===== config.mk =====
export PLATFORM = sky130hd
export DESIGN_NAME = spi_slave_framed
export DESIGN_NICKNAME = d
export VERILOG_FILES = /design/src/rtl/spi_slave_framed.sv
export SDC_FILE = /design/constraint.sdc
export NUM_CORES = 1
export LEC_CHECK = 0
export BUFFER_PORTS_ARGS = -buffer_cell sky130_fd_sc_hd__buf_2
export CORE_MARGIN = 3
export CORE_UTILIZATION = 48
export CTS_BUF_LIST = sky130_fd_sc_hd__clkbuf_8
export CTS_CLUSTER_SIZE = 12
export DETAILED_ROUTE_END_ITERATION = 12
export PLACE_DENSITY = 0.74
export SLEW_MARGIN = 20
export SYNTH_ARGS = -nofsm -noshare
export SYNTH_HDL_FRONTEND = slang
export SYNTH_SLANG_ARGS = --single-unit
export TNS_END_PERCENT = 5

===== constraint.sdc =====
create_clock -name spi_clk -period 2 [get_ports spi_clk]
set_clock_uncertainty 0.1 [all_clocks]
set_input_delay 0.5 -clock spi_clk [delete_from_list [all_inputs] [get_ports spi_clk]]
set_output_delay 0.5 -clock spi_clk [all_outputs]
set_load 0.05 [all_outputs]

===== src/rtl/spi_slave_framed.sv =====
// SPI slave clocked by the serial clock: framed multi-word transfers, TX valid/ready
// with fill-word underrun, RX holding register with overrun, abort detect and word counter.
module spi_slave_framed #(
   parameter int                    DATA_WIDTH = 8,
   parameter bit                    MSB_FIRST  = 1'b1,
   parameter logic [DATA_WIDTH-1:0] FILL_WORD  = '0,
   parameter int                    CNT_WIDTH  = 8
) (
   input  logic                  spi_clk,
   input  logic                  reset,
   input  logic                  cs,
   input  logic                  mosi,
   output logic                  miso,
   input  logic [DATA_WIDTH-1:0] tx_data,
   input  logic                  tx_valid,
   output logic                  tx_ready,
   output logic [DATA_WIDTH-1:0] rx_data,
   output logic                  rx_valid,
   input  logic                  rx_ack,
   output logic                  busy,
   output logic [CNT_WIDTH-1:0]  word_count,
   output logic                  underrun,
   output logic                  overrun,
   output logic                  abort,
   input  logic                  clear_flags
);

   localparam int                   BCW      = $clog2(DATA_WIDTH);
   localparam logic [BCW-1:0]       LAST_BIT = BCW'(DATA_WIDTH - 1);
   localparam logic [CNT_WIDTH-1:0] CNT_MAX  = '1;

   logic [BCW-1:0]        bit_cnt_q, bit_cnt_d;
   logic                  in_frame_q, in_frame_d;
   logic [DATA_WIDTH-1:0] tx_shift_q, tx_shift_d;
   logic                  tx_loaded_q, tx_loaded_d;
   logic [DATA_WIDTH-1:0] rx_shift_q, rx_shift_d;
   logic [DATA_WIDTH-1:0] rx_data_q, rx_data_d;
   logic                  rx_valid_q, rx_valid_d;
   logic [CNT_WIDTH-1:0]  word_count_q, word_count_d;
   logic                  underrun_q, underrun_d;
   logic                  overrun_q, overrun_d;
   logic                  abort_q, abort_d;

   logic [DATA_WIDTH-1:0] rx_sampled;
   logic [DATA_WIDTH-1:0] tx_shifted;
   logic [CNT_WIDTH-1:0]  cnt_base;
   logic                  word_done;

   assign word_done = ~cs & (bit_cnt_q == LAST_BIT);
   assign tx_ready  = (cs & ~tx_loaded_q) | word_done;
   assign miso      = cs ? 1'b0 : (MSB_FIRST ? tx_shift_q[DATA_WIDTH-1] : tx_shift_q[0]);

   assign rx_data    = rx_data_q;
   assign rx_valid   = rx_valid_q;
   assign busy       = in_frame_q;
   assign word_count = word_count_q;
   assign underrun   = underrun_q;
   assign overrun    = overrun_q;
   assign abort      = abort_q;

   always_comb begin
      bit_cnt_d    = bit_cnt_q;
      in_frame_d   = in_frame_q;
      tx_shift_d   = tx_shift_q;
      tx_loaded_d  = tx_loaded_q;
      rx_shift_d   = rx_shift_q;
      rx_data_d    = rx_data_q;
      rx_valid_d   = rx_valid_q;
      word_count_d = word_count_q;
      underrun_d   = underrun_q;
      overrun_d    = overrun_q;
      abort_d      = abort_q;

      rx_sampled = MSB_FIRST ? {rx_shift_q[DATA_WIDTH-2:0], mosi}
                             : {mosi, rx_shift_q[DATA_WIDTH-1:1]};
      tx_shifted = MSB_FIRST ? {tx_shift_q[DATA_WIDTH-2:0], 1'b0}
                             : {1'b0, tx_shift_q[DATA_WIDTH-1:1]};
      cnt_base   = in_frame_q ? word_count_q : '0;

      // Clear first so that any flag raised below at this same edge survives.
      if (clear_flags) begin
         underrun_d = 1'b0;
         overrun_d  = 1'b0;
         abort_d    = 1'b0;
      end

      if (cs) begin
         in_frame_d = 1'b0;
         if (bit_cnt_q != '0) begin
            abort_d     = 1'b1;
            bit_cnt_d   = '0;
            rx_shift_d  = '0;
            tx_loaded_d = 1'b0;
         end
         if (tx_valid && tx_ready) begin
            tx_shift_d  = tx_data;
            tx_loaded_d = 1'b1;
         end
      end else begin
         rx_shift_d   = rx_sampled;
         word_count_d = cnt_base;
         if (!in_frame_q) begin
            in_frame_d = 1'b1;
            if (!tx_loaded_q) underrun_d = 1'b1;
         end
         if (bit_cnt_q != LAST_BIT) begin
            tx_shift_d = tx_shifted;
            bit_cnt_d  = bit_cnt_q + BCW'(1);
         end else begin
            rx_data_d  = rx_sampled;
            rx_valid_d = 1'b1;
            if (rx_valid_q && !rx_ack) overrun_d = 1'b1;
            word_count_d = (cnt_base == CNT_MAX) ? cnt_base : cnt_base + CNT_WIDTH'(1);
            bit_cnt_d    = '0;
            tx_loaded_d  = 1'b1;
            if (tx_valid) begin
               tx_shift_d = tx_data;
            end else begin
               tx_shift_d = FILL_WORD;
               underrun_d = 1'b1;
            end
         end
      end

      // A completing word always wins over an acknowledge at the same edge.
      if (rx_ack && !word_done) rx_valid_d = 1'b0;
   end

   always_ff @(posedge spi_clk) begin
      if (!reset) begin
         bit_cnt_q    <= '0;
         in_frame_q   <= 1'b0;
         tx_shift_q   <= '0;
         tx_loaded_q  <= 1'b0;
         rx_shift_q   <= '0;
         rx_data_q    <= '0;
         rx_valid_q   <= 1'b0;
         word_count_q <= '0;
         underrun_q   <= 1'b0;
         overrun_q    <= 1'b0;
         abort_q      <= 1'b0;
      end else begin
         bit_cnt_q    <= bit_cnt_d;
         in_frame_q   <= in_frame_d;
         tx_shift_q   <= tx_shift_d;
         tx_loaded_q  <= tx_loaded_d;
         rx_shift_q   <= rx_shift_d;
         rx_data_q    <= rx_data_d;
         rx_valid_q   <= rx_valid_d;
         word_count_q <= word_count_d;
         underrun_q   <= underrun_d;
         overrun_q    <= overrun_d;
         abort_q      <= abort_d;
      end
   end

endmodule


==> flow_metrics.tcl, run 1 <==
set metrics [dict create \
    status "completed" \
    start_util_pct 52.0 \
    die-area_mm2 0.00456 \
    fmax_mhz 522 \
    final_nets 265 \
    core_area_mm2 0.00349 \
    min_from "rx_data[1]$_SDFFE_PN0P_" \
    holdPathEnd "rx_data[1]$_SDFFE_PN0P_" \
    grt.overflow.total 0 \
    grt_max_degree 19 \
    finalSetupTns_ns 0 \
    fin_crit_sh_pct 95.8 \
    ios 38 \
    syn_to_final_growth_pct 19.8 \
    setup_viol 0 \
    powerDensity_mw_per_mm2 720 \
    rsz0062_at_grt "false" \
    fin_cells 293 \
    vdd_drop_max_v 0.000493 \
    cp-start-kind "flop" \
    total_power_uw 1570 \
    hold_buffers 0 \
    antenna_found_initial 0 \
    p_leak_uw 0.000899 \
    die_h_um 67.5 \
    arrival_ns 1.32 \
    r2r-end "word_count[3]$_SDFFE_PN0N_" \
    hold_viol 0 \
    hold_path_depth 2 \
    fp.dieW_um 67.5 \
    numCtsBuffers 5 \
    syn_area_mm2 0.00182 \
    rows 21 \
    worstPathRequired_ns 1.40 \
    synth_cells 208 \
    dp_hpwl_um 2840 \
    grt_pass1_wl_um 6780 \
    via_count 1614 \
    synth_common_cells "dfxtp_1 (40), nand2_1 (30), a21oi_1 (23), nor2_1 (12), nand3_1 (11)" \
    startpoint "bit_cnt_q[0]$_SDFFE_PN0P_" \
    slew_headroom_pct 70.2 \
    timing.rr.start "bit_cnt_q[0]$_SDFFE_PN0P_" \
    yosysMostFrequentCell "dfxtp_1" \
    drtPass1Iterations 4 \
    cts_tree "yes" \
    dr.first_iter.drc_count 96 \
    wl_um 4020 \
    synth_cell_types 43 \
    synth_top_area_share_pct 44.1 \
    r2r_cells 8 \
    drive_gt1_share_pct 26.3 \
    reg2reg_slack_ns 0.17 \
    htree_levels 2 \
    ys_top_cells_by_area "dfxtp_1 (44%), a21oi_1 (6.3%), nand2_1 (6.2%)" \
    clk_latency_ns 0.28 \
    cap_violations 0 \
    clockRootBuffer "clkbuf_8" \
    cts.sinks 40 \
    period_minus_slack_ns 1.92 \
    nFillCells 304 \
    cp_max_fo 4 \
    via_per_inst 5.51 \
    yosys.area.top_type "dfxtp_1" \
    synth-async-reset-ratio_pct 0 \
    yosys_warnings 0 \
    synth_nets 226 \
    end_kind "output pin" \
    setup.worst_path.class "flop to output pin" \
    detail-route-antenna-nets 0 \
    track_usage_pct 19.0 \
    seq_area_um2 801 \
    ys_seq_area_share_pct 44.1 \
    n_antenna_cell 0 \
    clockBufferDepth 2 \
    synth_seq_cells 40 \
    ys.flop_type "dfxtp_1" \
    grt_pass1_vias 1515 \
    synth_edf_count 0 \
    finalMaxSlewViolations 0 \
    multi_input_area_um2 902 \
    avgSynthCellArea_um2 8.73 \
    drc_errors 0 \
    detail_route.wl_per_cell_um 13.7 \
    routabilityCongestion 0.820 \
    hold_path_class "flop to flop" \
    worst_slew_pin_slew_ns 0.448 \
    clkSlewWorstSetupHoldPaths_ns 0.07 \
    dp.cells 285 \
    place.port_buffers 37 \
]
-- repair_timing --
action	in CTS	in global routing
gates resized for setup	1	2
setup buffers	1	0
endpoints found under the setup margin	1	1
-- per-stage QoR --
stage	hold WS, ns	setup WS, ns	util, %	instance area (µm²)
after floorplan	0.332	-0.110	-	1820
after global placement	0.345	0.185	59.1	2060
after detailed placement	0.347	0.178	59.1	2060
after CTS	0.357	0.0358	62.1	2170
after global routing	0.377	0.00999	62.3	2180
final	0.356	0.0832	62.3	2180
-- how the worst max path moves through the flow --
stage               cells past startpoint  slack [ns]  endpoint
floorplan                               3       -0.11      miso
global placement                        4        0.18  tx_ready
detailed placement                      4        0.18  tx_ready
CTS                                     5        0.04  tx_ready
global route                            5        0.01  tx_ready
finish                                  5        0.08  tx_ready
-- where the power goes --
part           leakage (µW)  internal [µW]  total (µW)  switching [µW]
sequential         0.000325            817         834            16.8
combinational      0.000524           71.3         174             103
clock             0.0000503            307         559             252
total              0.000899           1200        1570             371
-- sequential cells by signal (all words and copies together) (netlist names) --
register     flops
word_count       8
rx_shift_q       7
tx_shift_q       8
tx_loaded_q      1
underrun         1
bit_cnt_q        3
overrun          1
busy             1
rx_valid         1
abort            1
rx_data          8
-- logic make-up (layout without fill, tap and decap cells) --
logic type | after synthesis | in the layout | synth area share (%)
compound gates | 57 | 57 | 21.8
fa+ha+maj | 3 | 3 | 2.07
buf+inv | 24 | 63 | 6.61
flops | 40 | 40 | 44.1
mux | 8 | 8 | 4.41
simple gates | 76 | 76 | 21.1
-- layout make-up --
type | instances | area share, %
inverters | 7 | 1.21
flip-flops and latches | 40 | 36.8
multi-input cells | 144 | 41.4
repair buffers | 49 | 13.5
well taps | 46 | 2.64
clock buffers | 7 | 4.43
-- cells in the final DEF (no fill, tap or decap), types with 4 or more instances in the layout --
cell type  instances
mux2i_1            8
dfxtp_1           40
a211oi_1           9
nand2_1           30
buf_2             36
a21oi_1           23
nor2_1            12
clkbuf_8           7
nor3_1             4
a31oi_1            4
a221oi_1           6
nand3_1           11
and3_1             5
buf_4             11
inv_1              6
-- worst max-delay path, cell delays in order (launching register included) --
cell	delay, ns
dfxtp_1	0.38
ha_1	0.17
ha_2	0.20
nand2b_4	0.06
o21ai_2	0.06
buf_6	0.17
-- per-layer routing --
layer	track usage (%)	share of wire, %	vias to the layer above
met5	0	0	-
met4	6.08	0.32	0
met3	3.83	4.9	2
met2	30.0	47	43
met1	26.0	47	752
li1	-	-	817
No activity file was read; power rests on OpenSTA's default activity.
==> run 2, diff against run 1 <==
CTS_BUF_LIST = default   (was sky130_fd_sc_hd__clkbuf_8)
PLACE_DENSITY = 0.79   (was 0.74)
==> run 2 against run 1 <==
Utilization about the same; clock-buffer cell count down 1; global-route usage down 1.0 points; largest power group unchanged.
==> flow_metrics.tcl, run 2 (same netlist as run 1, synthesis figures left out) <==
set metrics [dict create \
    reg2reg_slack_ns 0.26 \
    final_common_cell "dfxtp_1" \
    hold_viol 0 \
    drtPass1Iterations 4 \
    dp_hpwl_um 2770 \
    setup_viol 0 \
    numCtsBuffers 5 \
    cpMostUsedCell "ha_1" \
    final_cell_mix "dfxtp_1 (40), buf_2 (36), nand2_1 (30)" \
    via_per_inst 5.43 \
    n_antenna_cell 0 \
    gr-usage-met1_pct 24.6 \
    core_area_mm2 0.00349 \
    drive_gt1_share_pct 25.5 \
    final_nets 264 \
    period_minus_slack_ns 1.95 \
    cp_max_fo 4 \
    clockRootBuffer "clkbuf_8" \
    hold_path_class "input port to flop" \
    worstPathRequired_ns 1.40 \
    start_util_pct 52.0 \
    combPwrFrac_pct 10.4 \
    met2_usage_pct 28.1 \
    fmax_mhz 513 \
    p_int_uw 1260 \
    grt_pass1_vias 1370 \
    grt.busiest_layer "met2" \
    status "completed" \
    finalMaxSlewViolations 0 \
    vdd_drop_max_v 0.000553 \
    powerDensity_mw_per_mm2 752 \
    ios 38 \
    p_seq_share_pct 51.0 \
    cp-start-kind "flop" \
    antenna_found_initial 0 \
    p_sw_uw 382 \
    slowest_stage "dfxtp_1" \
    hold_buffers 0 \
    critPathMaxStageDelay_ns 0.38 \
    cts_tree "yes" \
    fin_ws_ns 0.0509 \
    end_kind "output pin" \
    grt_pass1_wl_um 6250 \
    rows 21 \
    p_sw_share_pct 23.3 \
    syn_to_final_growth_pct 19.9 \
    place.port_buffers 37 \
    clockBufferDepth 2 \
    detail-route-antenna-nets 0 \
    rsz0062_at_grt "false" \
    routabilityCongestion 0.861 \
    use_met3_pct 3.99 \
    total_power_uw 1640 \
    via_count 1592 \
    dr.first_iter.drc_count 84 \
    wl_um 3890 \
    cts.sinks 40 \
    grt.overflow.total 0 \
    htree_levels 2 \
    p_leak_uw 0.000903 \
    cap_violations 0 \
    fp.dieW_um 67.5 \
    track_usage_pct 18.0 \
    die-area_mm2 0.00456 \
    drc_errors 0 \
    worst_slew_pin_slew_ns 0.529 \
    path_cells "ha_1 > ha_1 > nand2b_4 > o21ai_2 > buf_6" \
    arrival_ns 1.35 \
    grt_max_degree 22 \
    setup.worst_path.class "flop to output pin" \
    slew_headroom_pct 64.6 \
    clk_latency_ns 0.29 \
    clkSlewWorstSetupHoldPaths_ns 0.08 \
    preCtsSetupSlack_ns 0.216 \
    clkPwrFrac_pct 38.6 \
    detail_route.wl_per_cell_um 13.3 \
    fin_crit_sh_pct 97.5 \
    die_h_um 67.5 \
]
run 2: what timing repair did:
| item | 4_1_cts | 5_1_grt |
|---|---|---|
| endpoints found under the setup margin | 1 | 1 |
| setup buffers | 1 | 0 |
| endpoints found under the hold margin | 0 | 0 |
| pin swaps | 0 | 0 |
| resized for setup | 1 | 1 |
run 2: final cells by class:
| class | instances | area, µm² |
|---|---|---|
| Timing Repair Buffer | 48 | 287 |
| Inverter | 7 | 26.3 |
| Clock buffer | 6 | 72.6 |
| Clock inverter | 2 | 35.0 |
| Multi-Input combinational cell | 144 | 900 |
| Tap cell | 46 | 57.6 |
| Sequential cell | 40 | 801 |
| Fill cell | 314 | 1320 |
run 2: critical path: cells and delay by family, from the launching register on:
kind                       cells  cell delay [ns]
DFF                            1             0.38
adders and majority gates      2             0.37
AOI/OAI and AO/OA              1             0.07
buffers and inverters          1             0.18
and+or+nand+nor                1             0.07
run 2: final timing paths:
path / from / end / cells after the start
setup / recovery: bit_cnt_q[0]$_SDFFE_PN0P_ / tx_ready / 5
hold / removal: mosi / rx_data[0]$_SDFFE_PN0P_ / 3
setup reg to reg: bit_cnt_q[0]$_SDFFE_PN0P_ / word_count[6]$_SDFFE_PN0N_ / 6
hold reg to reg: rx_data[2]$_SDFFE_PN0P_ / rx_data[2]$_SDFFE_PN0P_ / 2
run 2: routing by layer:
| metal | wire length [µm] | vias to the layer above |
|---|---|---|
| met3 | 192 | 6 |
| met4 | 48 | 0 |
| li1 | - | 820 |
| met5 | 0 | - |
| met1 | 1870 | 725 |
| met2 | 1780 | 41 |
run 2: stage by stage:
step	utilization, %	hold WS, ns	TNS, ns	instances	area [µm²]
floorplan	-	0.332	-0.110	208	1820
global placement	58.9	0.341	0	284	2060
detailed placement	58.9	0.348	0	284	2060
CTS	62.2	0.351	0	293	2170
global route	62.3	0.361	0	293	2180
finish	62.3	0.352	0	293	2180
run 2: power by group through the flow:
stage	clock network, µW	logic [µW]	registers, µW
after floorplan	0	109	859
after global placement	0	166	853
after detailed placement	0	167	854
after CTS	646	169	835
after global routing	678	186	837
final	633	170	836
==> run 3, diff against run 2 <==
ABC_AREA = 1   (was default)
CAP_MARGIN = 15   (was default)
PLACE_DENSITY = 0.78   (was 0.79)
==> run 3 against run 2 <==
Power is 8.1% higher; critical path depth is the same; sequential cell count is the same; final cell count rose by 6.1%; first-iteration DRC count grew 21%; synthesized area grew 1.2%; sequential power grew 0.8%; clock power grew 21%; cell area increased by 1.8%; utilization is 0.64 points higher; wire length is 1.4% higher; highest routed layer unchanged.
==> flow_metrics.tcl, run 3 <==
set metrics [dict create \
    worstPathRequired_ns 1.40 \
    clkSlewWorstSetupHoldPaths_ns 0.07 \
    powerDensity_mw_per_mm2 800 \
    numCtsBuffers 5 \
    fp.dieW_um 67.9 \
    ys_seq_area_share_pct 43.5 \
    use_met3_pct 5.75 \
    detail_route.wl_per_cell_um 12.7 \
    cp_max_fo 4 \
    clockBufferDepth 2 \
    period_minus_slack_ns 1.93 \
    setup_viol 0 \
    nFillCells 327 \
    cts_tree "yes" \
    worst_slew_pin_slew_ns 0.606 \
    ys_top_cells_by_area "dfxtp_1 (44%), nand2_1 (6.9%), a21oi_1 (6.5%)" \
    core_area_mm2 0.00352 \
    vdd_drop_max_v 0.000377 \
    clk_latency_ns 0.29 \
    yosys_warnings 0 \
    rows 21 \
    drtPass1Iterations 4 \
    clockRootBuffer "clkbuf_8" \
    finalSetupTns_ns 0 \
    fin_crit_sh_pct 96.4 \
    fmax_mhz 519 \
    cts.sinks 40 \
    wl_um 3950 \
    rsz0062_at_grt "false" \
    htree_levels 2 \
    synth_nets 242 \
    p_seq_share_pct 47.5 \
    hold_viol 0 \
    met2_usage_pct 31.2 \
    final_common_cell "dfxtp_1" \
    synth_cell_types 28 \
    grt_pass1_vias 1467 \
    via_count 1616 \
    start_util_pct 52.2 \
    syn_area_mm2 0.00184 \
    slew_headroom_pct 59.6 \
    cap_violations 0 \
    yosysMostFrequentCell "dfxtp_1" \
    status "completed" \
    end_kind "output pin" \
    p_sw_uw 405 \
    grt.overflow.total 0 \
    synth_cells 224 \
    reg2reg_slack_ns 0.44 \
    ios 38 \
    synth_common_cells "dfxtp_1 (40), nand2_1 (34), inv_1 (26), a21oi_1 (24), o21ai_0 (20)" \
    cp-start-kind "flop" \
    combPwrFrac_pct 9.3 \
    place.port_buffers 37 \
    hold_path_class "input port to flop" \
    p_int_uw 1370 \
    final_cell_mix "dfxtp_1 (38), buf_2 (36), nand2_1 (34)" \
    syn_to_final_growth_pct 20.5 \
    routabilityCongestion 0.843 \
    synth_edf_count 0 \
    grt.busiest_layer "met2" \
    dr.first_iter.drc_count 102 \
    final_nets 283 \
    n_antenna_cell 0 \
    via_per_inst 5.20 \
    yosys.area.top_type "dfxtp_1" \
    setup.worst_path.class "flop to output pin" \
    synth_seq_cells 40 \
    dp_hpwl_um 2780 \
    ys.flop_type "dfxtp_1" \
    drive_gt1_share_pct 31.3 \
    synth-async-reset-ratio_pct 0 \
    gr-usage-met1_pct 21.9 \
    postLayoutCoreUtil_pct 63.0 \
    track_usage_pct 18.3 \
    grt_pass1_wl_um 6430 \
    p_leak_uw 0.000982 \
    clkPwrFrac_pct 43.2 \
    antenna_found_initial 0 \
    synth_top_area_share_pct 43.5 \
    p_sw_share_pct 22.8 \
    drc_errors 0 \
    arrival_ns 1.33 \
    die_h_um 67.9 \
    grt_max_degree 28 \
    avgSynthCellArea_um2 8.21 \
    detail-route-antenna-nets 0 \
    die-area_mm2 0.00461 \
    finalMaxSlewViolations 0 \
]
==> run 3: layer usage <==
layer  part of all wire (%)  wire, µm
met1                     43      1720
met2                     50      1960
met3                    6.1       241
met4                   0.68        27
met5                      0         0
==> run 3: through the flow <==
step | power, µW | hold WS, ns | area, µm² | worst slack [ns] | instances
after global placement | 1020 | 0.355 | 2060 | 0.193 | 304
after floorplan | 976 | 0.345 | 1840 | 0.0171 | 224
final | 1770 | 0.344 | 2220 | 0.0717 | 311
after global routing | 1850 | 0.364 | 2220 | 0.00319 | 311
after detailed placement | 1020 | 0.372 | 2060 | 0.187 | 304
after CTS | 1790 | 0.343 | 2210 | 0.0152 | 311
==> run 3: kinds of logic after synthesis <==
kind of cell    after synthesis  synth area share, %
buf+inv                      37                 9.25
compound gates               65                 20.1
simple gates                 79                 25.0
flops                        40                 43.5
fa+ha+maj                     3                 2.04
==> run 3: what timing repair did <==
action                                 4_1_cts  5_1_grt
setup endpoints to repair                    1        1
hold buffers                                 0        0
setup buffers                                0        0
gates resized for setup                      5        3
endpoints found under the hold margin        0        0
==> run 3: cell type report <==
cell class	count	area, µm²	share of cell area, %
clock buffer	5	68.8	3.10
clock inverter	2	60.1	2.71
inverter	29	109	4.91
multi-input combinational	147	890	40.1
sequential	40	803	36.2
tap	46	57.6	2.60
timing repair buffer	42	229	10.3
==> run 3: critical path: stages, from the launching register on <==
cell     delay [ns]
dfxtp_2        0.35
ha_2           0.19
ha_4           0.15
nor2_2         0.04
a21oi_2        0.12
buf_6          0.17
==> run 3: worst paths after layout <==
check,startpoint,end,cells after the start
setup / recovery,bit_cnt_q[0]$_SDFFE_PN0P_,tx_ready,5
setup reg to reg,busy$_SDFF_PN0_,word_count[3]$_SDFFE_PN0N_,6
hold reg to reg,bit_cnt_q[0]$_SDFFE_PN0P_,bit_cnt_q[0]$_SDFFE_PN0P_,1
hold / removal,mosi,rx_shift_q[0]$_SDFFE_PN0P_,3
==> run 3: power groups by stage <==
| stage | clock (µW) | sequential, µW | combinational [µW] |
|---|---|---|---|
| finish | 766 | 843 | 164 |
| global route | 825 | 846 | 181 |
| CTS | 783 | 841 | 164 |
| detailed placement | 0 | 859 | 159 |
| global placement | 0 | 858 | 157 |
| floorplan | 0 | 868 | 108 |
